### src/rtl/controlador_interrupciones_pkg.sv
// Shared definitions for the interrupt controller and the CPU-side decode:
// source count, FSM encodings and a one-hot helper.
package controlador_interrupciones_pkg;

  localparam int NUM_SRC = 8;
  localparam int IDX_W   = 3;

  typedef enum logic [1:0] {
    ST_IDLE    = 2'b00,
    ST_REQ     = 2'b01,
    ST_SERVICE = 2'b10
  } estado_t;

  function automatic logic [NUM_SRC-1:0] decodifica(input logic [IDX_W-1:0] idx);
    logic [NUM_SRC-1:0] v;
    v = {{(NUM_SRC-1){1'b0}}, 1'b1} << idx;
    return v;
  endfunction

endpackage

### src/rtl/controlador_interrupciones_codificador.sv
// Combinational priority encoder: lowest set bit wins (bit 0 = highest priority).
module codificador_prioridad
  import controlador_interrupciones_pkg::*;
(
  input  logic [NUM_SRC-1:0] i_req,
  output logic [IDX_W-1:0]   o_idx,
  output logic               o_found
);

  // Lowest-index request selection
  always_comb begin
    o_idx   = 3'd0;
    o_found = 1'b1;
    casez (i_req)
      8'b???????1: o_idx = 3'd0;
      8'b??????10: o_idx = 3'd1;
      8'b?????100: o_idx = 3'd2;
      8'b????1000: o_idx = 3'd3;
      8'b???10000: o_idx = 3'd4;
      8'b??100000: o_idx = 3'd5;
      8'b?1000000: o_idx = 3'd6;
      8'b10000000: o_idx = 3'd7;
      default: begin
        o_idx   = 3'd0;
        o_found = 1'b0;
      end
    endcase
  end

endmodule

### src/rtl/controlador_interrupciones.sv
// Eight-source interrupt controller: edge/level capture into a pending
// register, mask-gated priority selection and a REQ/SERVICE handshake FSM.
module controlador_interrupciones
  import controlador_interrupciones_pkg::*;
#(
  parameter bit               EDGE_MODE  = 1'b1,
  parameter logic [NUM_SRC-1:0] MASK_RESET = 8'h00
)(
  input  logic               i_clk,
  input  logic               i_reset,
  input  logic [NUM_SRC-1:0] i_irq_src,
  input  logic               i_mask_we,
  input  logic [NUM_SRC-1:0] i_mask_d,
  input  logic               i_irq_ack,
  input  logic               i_irq_fin,
  output logic               o_irq_valid,
  output logic [IDX_W-1:0]   o_irq_num,
  output logic [NUM_SRC-1:0] o_pending,
  output logic [NUM_SRC-1:0] o_mask,
  output logic               o_busy
);

  logic [NUM_SRC-1:0] r_src_prev;
  logic [NUM_SRC-1:0] r_pending;
  logic [NUM_SRC-1:0] r_mask;
  estado_t            r_state;
  estado_t            w_state_next;
  logic [IDX_W-1:0]   r_irq_num;
  logic               r_irq_valid;
  logic               r_busy;
  logic [NUM_SRC-1:0] w_set;
  logic [NUM_SRC-1:0] w_clr;
  logic [NUM_SRC-1:0] w_sel;
  logic [IDX_W-1:0]   w_idx;
  logic               w_found;

  assign w_set = EDGE_MODE ? (i_irq_src & ~r_src_prev) : i_irq_src;
  assign w_sel = r_pending & r_mask;

  codificador_prioridad u_codificador (
    .i_req   (w_sel),
    .o_idx   (w_idx),
    .o_found (w_found)
  );

  // Next-state logic and ack-driven pending clear
  always_comb begin
    w_state_next = r_state;
    w_clr        = 8'h00;
    case (r_state)
      ST_IDLE: begin
        if (w_found) w_state_next = ST_REQ;
        else         w_state_next = ST_IDLE;
      end
      ST_REQ: begin
        if (i_irq_ack) begin
          w_state_next = ST_SERVICE;
          w_clr        = decodifica(r_irq_num);
        end else begin
          w_state_next = ST_REQ;
        end
      end
      ST_SERVICE: begin
        if (i_irq_fin) w_state_next = ST_IDLE;
        else           w_state_next = ST_SERVICE;
      end
      default: w_state_next = ST_IDLE;
    endcase
  end

  // FSM state register
  always_ff @(posedge i_clk) begin
    if (i_reset) r_state <= ST_IDLE;
    else         r_state <= w_state_next;
  end

  // Previous-cycle sample; reset also loads it so already-high sources stay quiet
  always_ff @(posedge i_clk) begin
    r_src_prev <= i_irq_src;
  end

  // Pending register: a new set wins over a same-cycle ack clear
  always_ff @(posedge i_clk) begin
    if (i_reset) r_pending <= 8'h00;
    else         r_pending <= (r_pending & ~w_clr) | w_set;
  end

  // Mask register; selection this cycle still sees the old value
  always_ff @(posedge i_clk) begin
    if (i_reset)        r_mask <= MASK_RESET;
    else if (i_mask_we) r_mask <= i_mask_d;
    else                r_mask <= r_mask;
  end

  // Registered handshake outputs and presented source number
  always_ff @(posedge i_clk) begin
    if (i_reset) begin
      r_irq_valid <= 1'b0;
      r_busy      <= 1'b0;
      r_irq_num   <= 3'd0;
    end else begin
      r_irq_valid <= (w_state_next == ST_REQ);
      r_busy      <= (w_state_next == ST_SERVICE);
      if (r_state == ST_IDLE && w_found) r_irq_num <= w_idx;
      else if (w_state_next == ST_IDLE)  r_irq_num <= 3'd0;
      else                               r_irq_num <= r_irq_num;
    end
  end

  assign o_irq_valid = r_irq_valid;
  assign o_irq_num   = r_irq_num;
  assign o_pending   = r_pending;
  assign o_mask      = r_mask;
  assign o_busy      = r_busy;

endmodule

### config.mk
export PLATFORM = sky130hd
export DESIGN_NAME = controlador_interrupciones
export DESIGN_NICKNAME = d
export VERILOG_FILES = /design/src/rtl/controlador_interrupciones_pkg.sv /design/src/rtl/controlador_interrupciones_codificador.sv /design/src/rtl/controlador_interrupciones.sv
export SDC_FILE = /design/constraint.sdc
export NUM_CORES = 1
export LEC_CHECK = 0
export ABC_AREA = 1
export ABC_CLOCK_PERIOD_IN_PS = 900
export CORE_ASPECT_RATIO = 1.25
export CORE_MARGIN = 2
export CORE_UTILIZATION = 41
export CTS_BUF_LIST = sky130_fd_sc_hd__clkbuf_4 sky130_fd_sc_hd__clkbuf_8
export CTS_CLUSTER_SIZE = 10
export DETAILED_ROUTE_END_ITERATION = 7
export PLACE_DENSITY = 0.87
export SLEW_MARGIN = 20
export SYNTH_ARGS = -nofsm -noshare
export SYNTH_HDL_FRONTEND = slang
export SYNTH_SLANG_ARGS = --single-unit
### constraint.sdc
create_clock -name i_clk -period 0.9 [get_ports i_clk]
set_input_delay 0.18 -clock i_clk [delete_from_list [all_inputs] [get_ports i_clk]]
set_output_delay 0.18 -clock i_clk [all_outputs]
set_load 0.01 [all_outputs]
==> implementation parameters <==
Parameter                              Value

Power and ir drop
  Portion of total power attributed to sequential cells    0.501
  Int Power    2.242 mW
  Switch Pwr    0.7977 mW
  Fraction of power spent switching nets    0.2624
  Clock network fraction of total power    0.316
  Maximum resistive drop on vdd    0.001298 V
  Power consumption    3.040 mW
  Comb pwr share    0.183
  Power density normalized to cell area    1466 nW/µm²
  Reported leakage power    0.9323 nW

Timing
  Endpoints failing setup    36
  Post-layout worst setup margin    -0.2970 ns
  Number of slew-limit violations in the final report    0
  Setup tns final    -4.239 ns
  Unrepaired setup endpoints after global routing    true
  Final hold violations    0
  Measured slew at the worst slew-check pin    0.3478 ns
  Fin Clk Skew    0.008403 ns
  Portion of the clock cycle consumed by the worst path in the final layout    1.330
  Fmax    835.4 MHz
  Max_slew headroom    0.7673
  Time the worst path needs with I/O delays and setup    1.197 ns

Floorplanning
  Y dimension of the die    64.99 µm
  Core area    2890 µm²
  Number of I/O pins    42
  Core Rows    22
  Die Footprint    3431 µm²
  Die X    52.79 µm
  Initial core utilization    0.4221

Yosys
  Cell accounting for the most synthesized area    dfxtp_1
  Proportion of netlist area held by the largest area contributor    0.5087
  Flops & latches, synth    31
  Avg Inst Size Synth    7.439 µm²
  Number of cells produced by synthesis    164
  Post-Synthesis Cell Area    1220 µm²
  Number of distinct library cells after synthesis    19
  Synth warn    0
  Synth top area cells    dfxtp_1, nand2_1, a21oi_1, inv_1, nand3_1
  Fraction of the yosys area taken by sequential cells    0.5087
  Nets in the synthesized netlist    185

Hold path
  Cell depth of the worst min-delay path    1
  Kind of path behind the tightest hold check    input pin to flip-flop

Clock tree
  Number of H-tree levels    2
  CTS hold repair buffers    0
  Clock latency of the later-clocked register in the worst-skew pair    0.34 ns
  Max Root-Sink Buffers    2
  Clock Root Buffer    clkbuf_4
  Number of clock sinks    31
  Clock-pin slew on the worst setup and hold paths    0.10 ns
  TritonCTS clock tree    done
  Clock buffers created by TritonCTS    5

Cells and area
  Seq. cell area    668.1 µm²
  End-of-flow core utilization    0.7173
  Area of combinational cells with multiple inputs    620.6 µm²
  Fillcell total    223
  Commonest cells after routing, fill and taps aside    nand2_1, buf_6, clkdlybuf4s50_1
  Count of antenna diodes in the layout    0
  Area growth syn-to-layout    69.95%
  Most common cell after layout, fill and taps aside    nand2_1
  Ratio of cells with drive above 1 in the final layout    0.4956
  Fin nets    248

Placed design
  Post-Place Worst Slack    -0.3680 ns
  Final weighted congestion in routability-driven placement    0.8606
  Half-perimeter wire length of the detailed placement result    2.184 mm
  Count of input and output buffers    41

Status
  Run status    finished, violations left
  Violated checks    negative setup slack

GRT
  Wire length of the first global-routing pass    5.112 mm
  Number of global-route vias before repair    1,165
  Overall Global Routing Usage    0.2060
  Maximum number of pins on one net before global-route repair    13
  Global-route congestion overflow total    0
  Number of antenna violations at the first check in global routing    0

Critical path
  Kind of start point of the critical path    flip-flop
  Peak fanout along the critical path    3
  Worst Reg2Reg Path Length in Cells    6
  CP Data Arrival Time    1.48 ns
  Critical path class    flip-flop to flip-flop
  Worst path required time    1.18 ns
  Crit path capture type    flip-flop

Detailed routing
  DRT Wirelength    3.472 mm
  Via-per-instance ratio    4.966
  DR iter-0 viols    24
  Total iterations of the first detailed-routing run    4
  DRC violation count after routing    0
  DR vias    1,311
  WL/cell    13.15 µm
  Antenna Nets Post-Route    0

Flow run
  Max-Cap Viols    0
final timing paths:
kind,slack [ns],startpoint,end
worst min register to register,0.48,r_src_prev[4]$_DFF_P_,o_pending[4]$_SDFF_PP0_
worst min-delay path,0.30,i_irq_src[4],r_src_prev[4]$_DFF_P_
worst max register to register,-0.30,o_mask[7]$_SDFFE_PP0P_,o_irq_num[2]$_SDFFE_PP0P_
worst max-delay path,-0.30,o_mask[7]$_SDFFE_PP0P_,o_irq_num[2]$_SDFFE_PP0P_
state kept, by name (all words and copies together), names as in the netlist:
register / count
o_mask: 8
r_src_prev: 8
o_busy: 1
o_irq_num: 3
o_pending: 8
o_irq_valid: 1
r_state: 2
through the flow:
stage	instance area [µm²]	hold WS, ns	cells
finish	2073	0.3040	264
global route	2073	0.2815	264
CTS	1943	0.2906	261
detailed placement	1794	0.4668	251
global placement	1794	0.4546	251
floorplan	1252	0.2077	164
metal layers:
layer | GRT usage | vias up | routed length, µm
met5 | 0 | - | 0
met4 | 0.08654 | 0 | 80
met3 | 0.07373 | 10 | 199
met2 | 0.3422 | 38 | 1824
met1 | 0.2330 | 610 | 1368
li1 | - | 653 | -
Yosys cell counts:
master,number
a21oi_1,23
a21oi_2,1
buf_1,1
clkbuf_1,2
dfxtp_1,31
inv_1,15
inv_2,5
nand2_1,48
nand2_2,4
nand2_4,1
nand3_1,11
nand3b_1,1
nand4_1,1
nor2_1,7
nor2_2,2
nor2_4,1
o21ai_0,1
o21ai_1,8
o21ai_2,1
cell type report:
class | count | share of cell area
tap | 36 | 0.02173
clock buffer | 8 | 0.03500
multi-input combinational | 110 | 0.2993
sequential | 31 | 0.3223
timing repair buffer | 59 | 0.2830
inverter | 20 | 0.03862
power by group through the flow:
| stage | Combinational [mW] | Sequential [mW] | Clock, mW |
|---|---|---|---|
| detailed placement | 0.473 | 1.55 | 0 |
| floorplan | 0.176 | 1.56 | 0 |
| global placement | 0.463 | 1.55 | 0 |
| global route | 0.600 | 1.53 | 1.04 |
| finish | 0.556 | 1.52 | 0.962 |
| CTS | 0.501 | 1.52 | 0.980 |
repair_timing:
action | CTS | global route
endpoints found under the hold margin | 0 | 0
endpoints found under the setup margin | 36 | 36
pin swaps | 6 | 10
gates resized for setup | 120 | 32
buffers inserted | 2 | 3
logic make-up (layout without fill, tap and decap cells):
logic type             count (synthesis)  count (layout)  share of synthesized area
AO/OA/AOI/OAI                         34              34                     0.1456
buffers and inverters                 23              87                    0.07077
flip-flops                            31              31                     0.5087
AND/OR/NAND/NOR                       76              76                     0.2749
critical path, stage by stage (launching register included):
cell and delay [ns]:
dfxtp_4 0.38, nand2_2 0.08, buf_4 0.14, nand4_1 0.09, nand2_1 0.09, nand3b_1 0.21, a21oi_2 0.15
No activity file was read; power rests on OpenSTA's default activity.
